$ cat src/rtl/master_port.sv
// -----------------------------------------------------------------------------
// master_port
//
// Bridges a simple parallel device-side request interface to a bit-serial
// master port on a shared bus. One transaction at a time:
//
//   IDLE  -> accept a request (address, write data, mode) from the device
//   REQ   -> ask the arbiter for the bus and wait for the grant
//   ADDR  -> shift the address out LSB first, one bit per cycle
//   WDATA -> (write) shift the write data out LSB first
//   RWAIT -> (read) wait for the slave's first valid data bit
//   RDATA -> (read) collect the remaining data bits LSB first
//   DONE  -> one-cycle completion pulse, then back to IDLE
//
// A read that sees TIMEOUT consecutive cycles without svalid is abandoned:
// DONE is entered with dtimeout set and drdata keeps its previous value.
//
// Every output is decoded from registered state only; no input reaches an
// output combinationally.
//
// Ports
//   clk       clock, rising edge
//   rstn      synchronous active-low reset
//   dreq      device request, honoured only while dready=1
//   dmode     device mode: 1 = write, 0 = read
//   daddr     device target address
//   dwdata    device write data
//   dready    block is idle and will accept dreq this cycle
//   drdata    data word of the last successful read
//   ddone     one-cycle transaction-complete pulse
//   dtimeout  one-cycle pulse with ddone when a read timed out
//   mbreq     bus request to the arbiter
//   mbgrant   bus grant from the arbiter (only looked at in REQ)
//   mwdata    serial address / write-data bit to the slave
//   mmode     mode to the slave: 1 = write, 0 = read
//   mvalid    mwdata carries a valid bit
//   srdata    serial read-data bit from the slave
//   svalid    srdata carries a valid bit
// -----------------------------------------------------------------------------
module master_port #(
  parameter int ADDR_WIDTH = 12,
  parameter int DATA_WIDTH = 8,
  parameter int TIMEOUT    = 255
) (
  input  logic                  clk,
  input  logic                  rstn,
  input  logic                  dreq,
  input  logic                  dmode,
  input  logic [ADDR_WIDTH-1:0] daddr,
  input  logic [DATA_WIDTH-1:0] dwdata,
  output logic                  dready,
  output logic [DATA_WIDTH-1:0] drdata,
  output logic                  ddone,
  output logic                  dtimeout,
  output logic                  mbreq,
  input  logic                  mbgrant,
  output logic                  mwdata,
  output logic                  mmode,
  output logic                  mvalid,
  input  logic                  srdata,
  input  logic                  svalid
);

  // The bit counter walks both the address and the data phases, so it is
  // sized for whichever field is wider.
  localparam int MAX_W = (ADDR_WIDTH > DATA_WIDTH) ? ADDR_WIDTH : DATA_WIDTH;
  localparam int CNT_W = (MAX_W > 1) ? $clog2(MAX_W) : 1;

  localparam logic [CNT_W-1:0] ADDR_LAST = CNT_W'(ADDR_WIDTH - 1);
  localparam logic [CNT_W-1:0] DATA_LAST = CNT_W'(DATA_WIDTH - 1);
  localparam logic [CNT_W-1:0] CNT_ONE   = CNT_W'(1);

  // TIMEOUT is at most 255, so eight bits always hold the idle run length.
  // The timeout fires on the edge that completes the TIMEOUT-th idle cycle,
  // i.e. when the count of earlier idle cycles equals TIMEOUT-1.
  localparam logic [7:0] IDLE_LAST = 8'(TIMEOUT - 1);
  localparam logic [7:0] IDLE_ONE  = 8'd1;

  typedef enum logic [2:0] {
    IDLE,
    REQ,
    ADDR,
    WDATA,
    RWAIT,
    RDATA,
    DONE
  } state_t;

  state_t                state;
  logic [CNT_W-1:0]      cnt;        // bit position within ADDR/WDATA/RDATA
  logic [7:0]            idle_cnt;   // consecutive svalid=0 cycles while reading
  logic                  mode_q;     // latched transaction mode
  logic                  timeout_q;  // current DONE was reached by timeout
  logic [ADDR_WIDTH-1:0] addr_sh;    // address, shifted right as bits go out
  logic [DATA_WIDTH-1:0] wdata_sh;   // write data, shifted right as bits go out
  logic [DATA_WIDTH-1:0] rdata_sh;   // read bits enter at the MSB and move down

  // Read data arrives LSB first. Shifting each new bit in at the MSB leaves
  // the first-received bit at position 0 once all DATA_WIDTH bits are in,
  // so the completed word is simply the shift register plus the final bit.
  logic [DATA_WIDTH-1:0] rdata_next;
  assign rdata_next = {srdata, rdata_sh[DATA_WIDTH-1:1]};

  // ---------------------------------------------------------------------------
  // State, counters and data registers
  // ---------------------------------------------------------------------------
  // NOTE: sequential state uses non-blocking assignments only, so every
  // register in this block updates from the values present before the edge.
  always_ff @(posedge clk) begin
    if (!rstn) begin
      state     <= IDLE;
      cnt       <= '0;
      idle_cnt  <= '0;
      mode_q    <= 1'b0;
      timeout_q <= 1'b0;
      addr_sh   <= '0;
      wdata_sh  <= '0;
      rdata_sh  <= '0;
      drdata    <= '0;
    end else begin
      case (state)
        IDLE: begin
          if (dreq) begin
            mode_q    <= dmode;
            addr_sh   <= daddr;
            wdata_sh  <= dwdata;
            timeout_q <= 1'b0;
            state     <= REQ;
          end
        end

        REQ: begin
          // Wait for the arbiter as long as it takes; there is no give-up.
          if (mbgrant) begin
            cnt   <= '0;
            state <= ADDR;
          end
        end

        ADDR: begin
          addr_sh <= addr_sh >> 1;
          if (cnt == ADDR_LAST) begin
            cnt      <= '0;
            idle_cnt <= '0;
            rdata_sh <= '0;
            state    <= mode_q ? WDATA : RWAIT;
          end else begin
            cnt <= cnt + CNT_ONE;
          end
        end

        WDATA: begin
          wdata_sh <= wdata_sh >> 1;
          if (cnt == DATA_LAST) begin
            cnt   <= '0;
            state <= DONE;
          end else begin
            cnt <= cnt + CNT_ONE;
          end
        end

        RWAIT, RDATA: begin
          if (svalid) begin
            rdata_sh <= rdata_next;
            idle_cnt <= '0;
            if (cnt == DATA_LAST) begin
              // Last bit: publish the whole word on the same edge.
              drdata <= rdata_next;
              cnt    <= '0;
              state  <= DONE;
            end else begin
              // Gaps in RDATA simply leave cnt where it is.
              cnt   <= cnt + CNT_ONE;
              state <= RDATA;
            end
          end else if (idle_cnt == IDLE_LAST) begin
            // Slave went quiet for too long: finish without touching drdata.
            timeout_q <= 1'b1;
            idle_cnt  <= '0;
            cnt       <= '0;
            state     <= DONE;
          end else begin
            idle_cnt <= idle_cnt + IDLE_ONE;
          end
        end

        DONE: begin
          timeout_q <= 1'b0;
          state     <= IDLE;
        end

        default: begin
          state <= IDLE;
        end
      endcase
    end
  end

  // ---------------------------------------------------------------------------
  // Moore output decode
  // ---------------------------------------------------------------------------
  // NOTE: every output gets a default before the case, so no state leaves an
  // output unassigned and no latch is inferred.
  always_comb begin
    dready = 1'b0;
    mbreq  = 1'b0;
    mvalid = 1'b0;
    mmode  = 1'b0;
    mwdata = 1'b0;
    ddone  = 1'b0;
    case (state)
      IDLE: begin
        dready = 1'b1;
      end
      REQ, RWAIT, RDATA: begin
        mbreq = 1'b1;
      end
      ADDR: begin
        mbreq  = 1'b1;
        mvalid = 1'b1;
        mmode  = mode_q;
        mwdata = addr_sh[0];
      end
      WDATA: begin
        mbreq  = 1'b1;
        mvalid = 1'b1;
        mmode  = 1'b1;
        mwdata = wdata_sh[0];
      end
      DONE: begin
        ddone = 1'b1;
      end
      default: begin
        dready = 1'b0;
      end
    endcase
  end

  // timeout_q is only ever set on the way into DONE; gating with the state
  // keeps the pulse strictly coincident with ddone.
  assign dtimeout = (state == DONE) && timeout_q;

endmodule

$ cat config.mk
export PLATFORM = sky130hd
export DESIGN_NAME = master_port
export DESIGN_NICKNAME = d
export VERILOG_FILES = /design/src/rtl/master_port.sv
export SDC_FILE = /design/constraint.sdc
export NUM_CORES = 1
export LEC_CHECK = 0
export ABC_AREA = 1
export CAP_MARGIN = 20
export CORE_UTILIZATION = 53
export CTS_CLUSTER_DIAMETER = 50
export DETAILED_ROUTE_END_ITERATION = 16
export PLACE_DENSITY_LB_ADDON = 0.05
export RECOVER_POWER = 50
export SLEW_MARGIN = 15
export SYNTH_ARGS = -nofsm -noshare
export SYNTH_HDL_FRONTEND = slang
export SYNTH_SLANG_ARGS = --single-unit
$ cat constraint.sdc
create_clock -name clk -period 1.8 [get_ports clk]
set_input_delay 0.18 -clock clk [delete_from_list [all_inputs] [get_ports clk]]
set_output_delay 0.18 -clock clk [all_outputs]
set_load 0.01 [all_outputs]
**Word-level counts from Yosys, hierarchy flattened**

Index checks and enable logic that the tools add are counted.

- Register bits: 53
- RAM bits: 0
- Memories kept: 0
- Latch bits: 0
- Bits of input ports: 27
- Memory bits (read-only): 0

- Magnitude comparators: 0
- Bitwise gates (word level): 0
- Reductions and logical operators: 19
- Add/sub/neg operators: 2
- Equality and inequality tests: 17
- Shifts and indexed selects: 0
- $mul: 0
- Multiplexer cells: 35
- Div/mod/pow operators: 0

Operator list:

| kind | number |
|---|---|
| one-hot mux 8 bit (2 select lines) | 3 |
| two-way mux 8 bit | 5 |
| one-hot mux 12 bit (2 select lines) | 1 |
| two-way mux 3 bit | 7 |
| two-way mux 4 bit | 5 |
| one-hot mux 4 bit (4 select lines) | 1 |
| one-hot mux 3 bit (5 select lines) | 1 |
| != test 2 bit, second input constant | 7 |
| two-way mux 12 bit | 1 |
| equality test 3 bit, second input constant | 3 |
| AND reduction 3 bit | 3 |
| adder 8 x 1 -> 8 bit, second input constant | 1 |
| equality test 8 bit, second input constant | 1 |
| AND reduction 2 bit | 4 |
| two-way mux 1 bit | 7 |
| equality test 3 x 2 -> 1 bit, second input constant | 2 |
| nonzero test 2 bit | 3 |
| AND reduction 5 bit | 1 |
| OR reduction 5 bit | 1 |
| adder 4 x 1 -> 4 bit, second input constant | 1 |
| equality test 4 x 3 -> 1 bit, second input constant | 1 |
| equality test 4 bit, second input constant | 1 |
| one-hot mux 1 bit (2 select lines) | 2 |
| AND reduction 4 bit | 1 |
| other kinds (9) | 10 |

**Longest topological paths before layout**

- Word-level depth: 4
- Gate-level depth with buffers: 11
- Depth with buffers taken out: 11

**Least setup slack after synthesis**

No wires, ideal clock.

- Path kind: register to register
- Start: register state[1]
- End: register cnt[0]
- Data required time: 1.680 ns
- Buffers on the path: 1
- Library setup time: 0.120 ns
- Period minus slack after synthesis: 1.394 ns
- Arrival time: 1.274 ns
- Cell stages (with the launch flop): 9
- Path slack: 0.406 ns
- Path through: dfxtp_1 buf_6 inv_1 nor2_1 nor2_1 o21ai_2 nand3_1 nand2_1 a21oi_1

- Longest elaborated chain between the ends: 4

RTL lines:

| element | line | RTL |
|---|---|---|
| start: declaration | 89 | `state_t state;` |
| start signal: assignment | 146 | `state <= mode_q ? WDATA : RWAIT;` |
| equality test 3 bit | 121 | `case (state)` |
| OR reduction 2 bit | 121 |  |
| != test 3 bit (no line) / nonzero test 4 bit (equally long branches) | - |  |
| AND reduction 3 bit (no line) | - |  |
| end signal: assignment | 148 | `cnt <= cnt + CNT_ONE;` |
| end signal: assignment | 158 | `cnt <= cnt + CNT_ONE;` |
| end signal: assignment | 173 | `cnt <= cnt + CNT_ONE;` |
| end: declaration | 90 | `logic [CNT_W-1:0] cnt;` |

Several ways; a longest one is shown, not always the timed one.
A chain may end at the register's enable or synchronous reset.

**Final worst setup path**

- Start: register state[1]
- End: output mvalid

- Longest elaborated chain between the ends: 3

RTL lines:

| element | line | RTL |
|---|---|---|
| equality test 3 x 2 -> 1 bit | 211 | `case (state)` |
| OR reduction 2 bit (no line) (*) | - |  |
| two-way mux 1 bit (*) | 211 |  |
| end: declaration | 59 | `output logic mvalid,` |

Every way passes the cells marked *; elsewhere a longest branch is shown, timed or not.

==> flow_summary_export.csv <==
group,metric,value,unit
die,num_rows,24,
place,place_area,3050,sq um
die,dieArea,5140,sq um
synthesis,synth_top_area_share,40.5,%
die,fp.coreArea,4500,sq um
final_layout,layout_commonest_cell,"nand2_1",
drt,ant_nets,0,
power,fin_total_pwr,4.36,mW
synthesis,synth_area_leaders,"dfxtp_1 (40%), nand2_1 (9.2%), nor2_1 (8.5%)",
synthesis,ys.flop_type,"dfxtp_1",
global_route,grt_pass1_wl,8910,um
drt,drc,0,
clock_network,clockBufferDepth,2,
final_layout,final_nets,413,
final_layout,final_cell_mix,"nand2_1 (65), nor2_1 (57), dfxtp_1 (49), clkdlybuf4s50_1 (26), o21ai_0 (25)",
clock_network,numCtsBuffers,5,
clock_network,cts_tree,"yes",
power,p_leak,1.31,nW
clock_network,clock_sinks,52,
sta,worst_pin_slew,0.412,ns
power,p_per_area,1380,nW/um^2
drt,viasPerCell,5.34,
place,gp_congestion,0.907,
final_layout,num-fill-cells,408,
synthesis,synthCells,332,
clock_network,cts_hold_buf,0,
place,dp_hpwl,3840,um
global_route,grt_start_max_net_pins,18,
clock_network,clk_latency,0.32,ns
sta,rsz0062_at_grt,"false",
synthesis,synth.avg_cell_area,7.75,sq um
global_route,grt_overflow,0,
drt,drt_iter0_markers,131,
sta,drv_slew,0,
min_path,hp-class,"input pin to flop",
power,vdd_drop_max,0.920,mV
sta,slew_headroom,72.4,%
drt,wl_per_cell,12.0,um
sta,period_share,94.7,%
synthesis,synth_cell_type_count,40,
final_layout,area_delta_synth_final,22.4,%
min_path,hold_depth,3,
drt,drt_wl_total,5250,um
synthesis,synth_area,2570,sq um
setup_path,end_kind,"output port",
place,port_buffers,41,
clock_network,cts.htree.levels,2,
synthesis,async_reset_ff_share,0,%
drt,first_pass_iters,6,
sta,fmax,0.587,GHz
synthesis,yosysWarnings,0,
synthesis,ys_ff_latch,52,
synthesis,synth_seq_area_share,40.5,%
synthesis,syn_nets,362,
final_layout,insertedDiodeCount,0,
synthesis,yosysTopAreaCell,"dfxtp_1",
global_route,antenna_found_initial,0,
global_route,first_global_vias,2005,
drt,vias,2329,
clock_network,cts-root-buf,"clkbuf_8",
die,io_pins,42,
clock_network,clk_pin_slew,0.10,ns
final_layout,drive_above_1_share,15.6,%
setup_path,rr_worst_depth,9,
setup_path,cp_max_fo,5,
sta,tns,0,ns
run_status,status,"complete, no violations",
die,initial_utilization,57.1,%
setup_path,arrival,1.52,ns
die,die_width,71.7,um
sta,finalSetupViolations,0,
die,die_h,71.7,um
sta,hold_viol,0,
final_layout,fin_area,3150,sq um
setup_path,required,1.62,ns
synthesis,synth_edf_count,0,
sta,min_period,1.70,ns
setup_path,setup.worst_path.class,"flop to output port",
sta,skew,0.00740,ns
global_route,track_usage,21.7,%
flow_run,maxCapViolations,0,
setup_path,start_kind,"flop",
-- Yosys cell counts (8+ instances only) --
library cell  instances
o221ai_1              8
o21ai_0              25
o21ai_2               8
nand2_1              63
inv_1                15
a31oi_1              10
nand3_1              11
a21oi_1              22
dfxtp_1              52
nor2_1               58
-- state kept, by name, indices dropped and copies added, names as in the netlist --
| name | cells |
|---|---|
| addr_sh | 12 |
| mode_q | 1 |
| drdata | 8 |
| rdata_sh | 7 |
| timeout_q | 1 |
| idle_cnt | 8 |
| cnt | 4 |
| state | 3 |
| wdata_sh | 8 |
-- critical path, cell delays in order, from the launching register on --
cell	delay, ns
dfxtp_4	0.39
inv_1	0.10
nor2_2	0.15
clkdlybuf4s50_1	0.57
-- worst paths after layout --
kind	from	end	slack (ns)
max reg2reg	state[1]	rdata_sh[3]	0.15
min reg2reg	wdata_sh[3]	wdata_sh[2]	0.48
min	dwdata[2]	wdata_sh[2]	0.42
max	state[1]	mvalid	0.1
-- per-layer routing --
layer | wire (um) | track usage, % | share of wire (%)
met1 | 2630 | 29.0 | 50
met2 | 2390 | 35.4 | 46
met3 | 187 | 5.49 | 3.6
met4 | 44 | 5.23 | 0.84
met5 | 0 | 0 | 0
-- where the power goes --
group          switching (mW)  internal, mW
registers               0.219          1.44
logic                    1.18         0.824
clock network           0.414         0.276
-- final cells by class --
class	instances	area, sq um	share of cell area (%)
clock inverter	3	23.8	0.755
clock buffer	5	68.8	2.19
sequential	52	1050	33.3
inverter	23	104	3.30
timing repair buffer	57	527	16.7
multi-input combinational	244	1310	41.7
tap	52	65.1	2.07
-- per-stage QoR --
| stage | util (%) | worst slack (ns) | instances | hold WS, ns |
|---|---|---|---|---|
| 2_1_floorplan | - | 0.406 | 332 | 0.336 |
| 3_3_place_gp | 67.8 | 0.112 | 424 | 0.461 |
| 3_5_place_dp | 67.8 | 0.0736 | 424 | 0.469 |
| 4_1_cts | 70.6 | 0.0512 | 436 | 0.422 |
| 5_1_grt | 69.9 | 0.0151 | 436 | 0.436 |
| 6_report | 69.9 | 0.0961 | 436 | 0.423 |
-- logic make-up after synthesis --
group / count (synthesis) / synth area share [%]
xor gates and xnor gates: 3 / 1.02
DFF: 52 / 40.5
AOI/OAI and AO/OA: 80 / 19.2
and+or+nand+nor: 158 / 30.5
buffers and inverters: 36 / 7.39
adders and majority gates: 3 / 1.46
-- repair_timing --
action,4_1_cts,5_1_grt
pin swaps,2,1
buffers inserted,4,0
setup endpoints to repair,7,1
gates resized for setup,12,0
(Power assumes the default switching activity.)
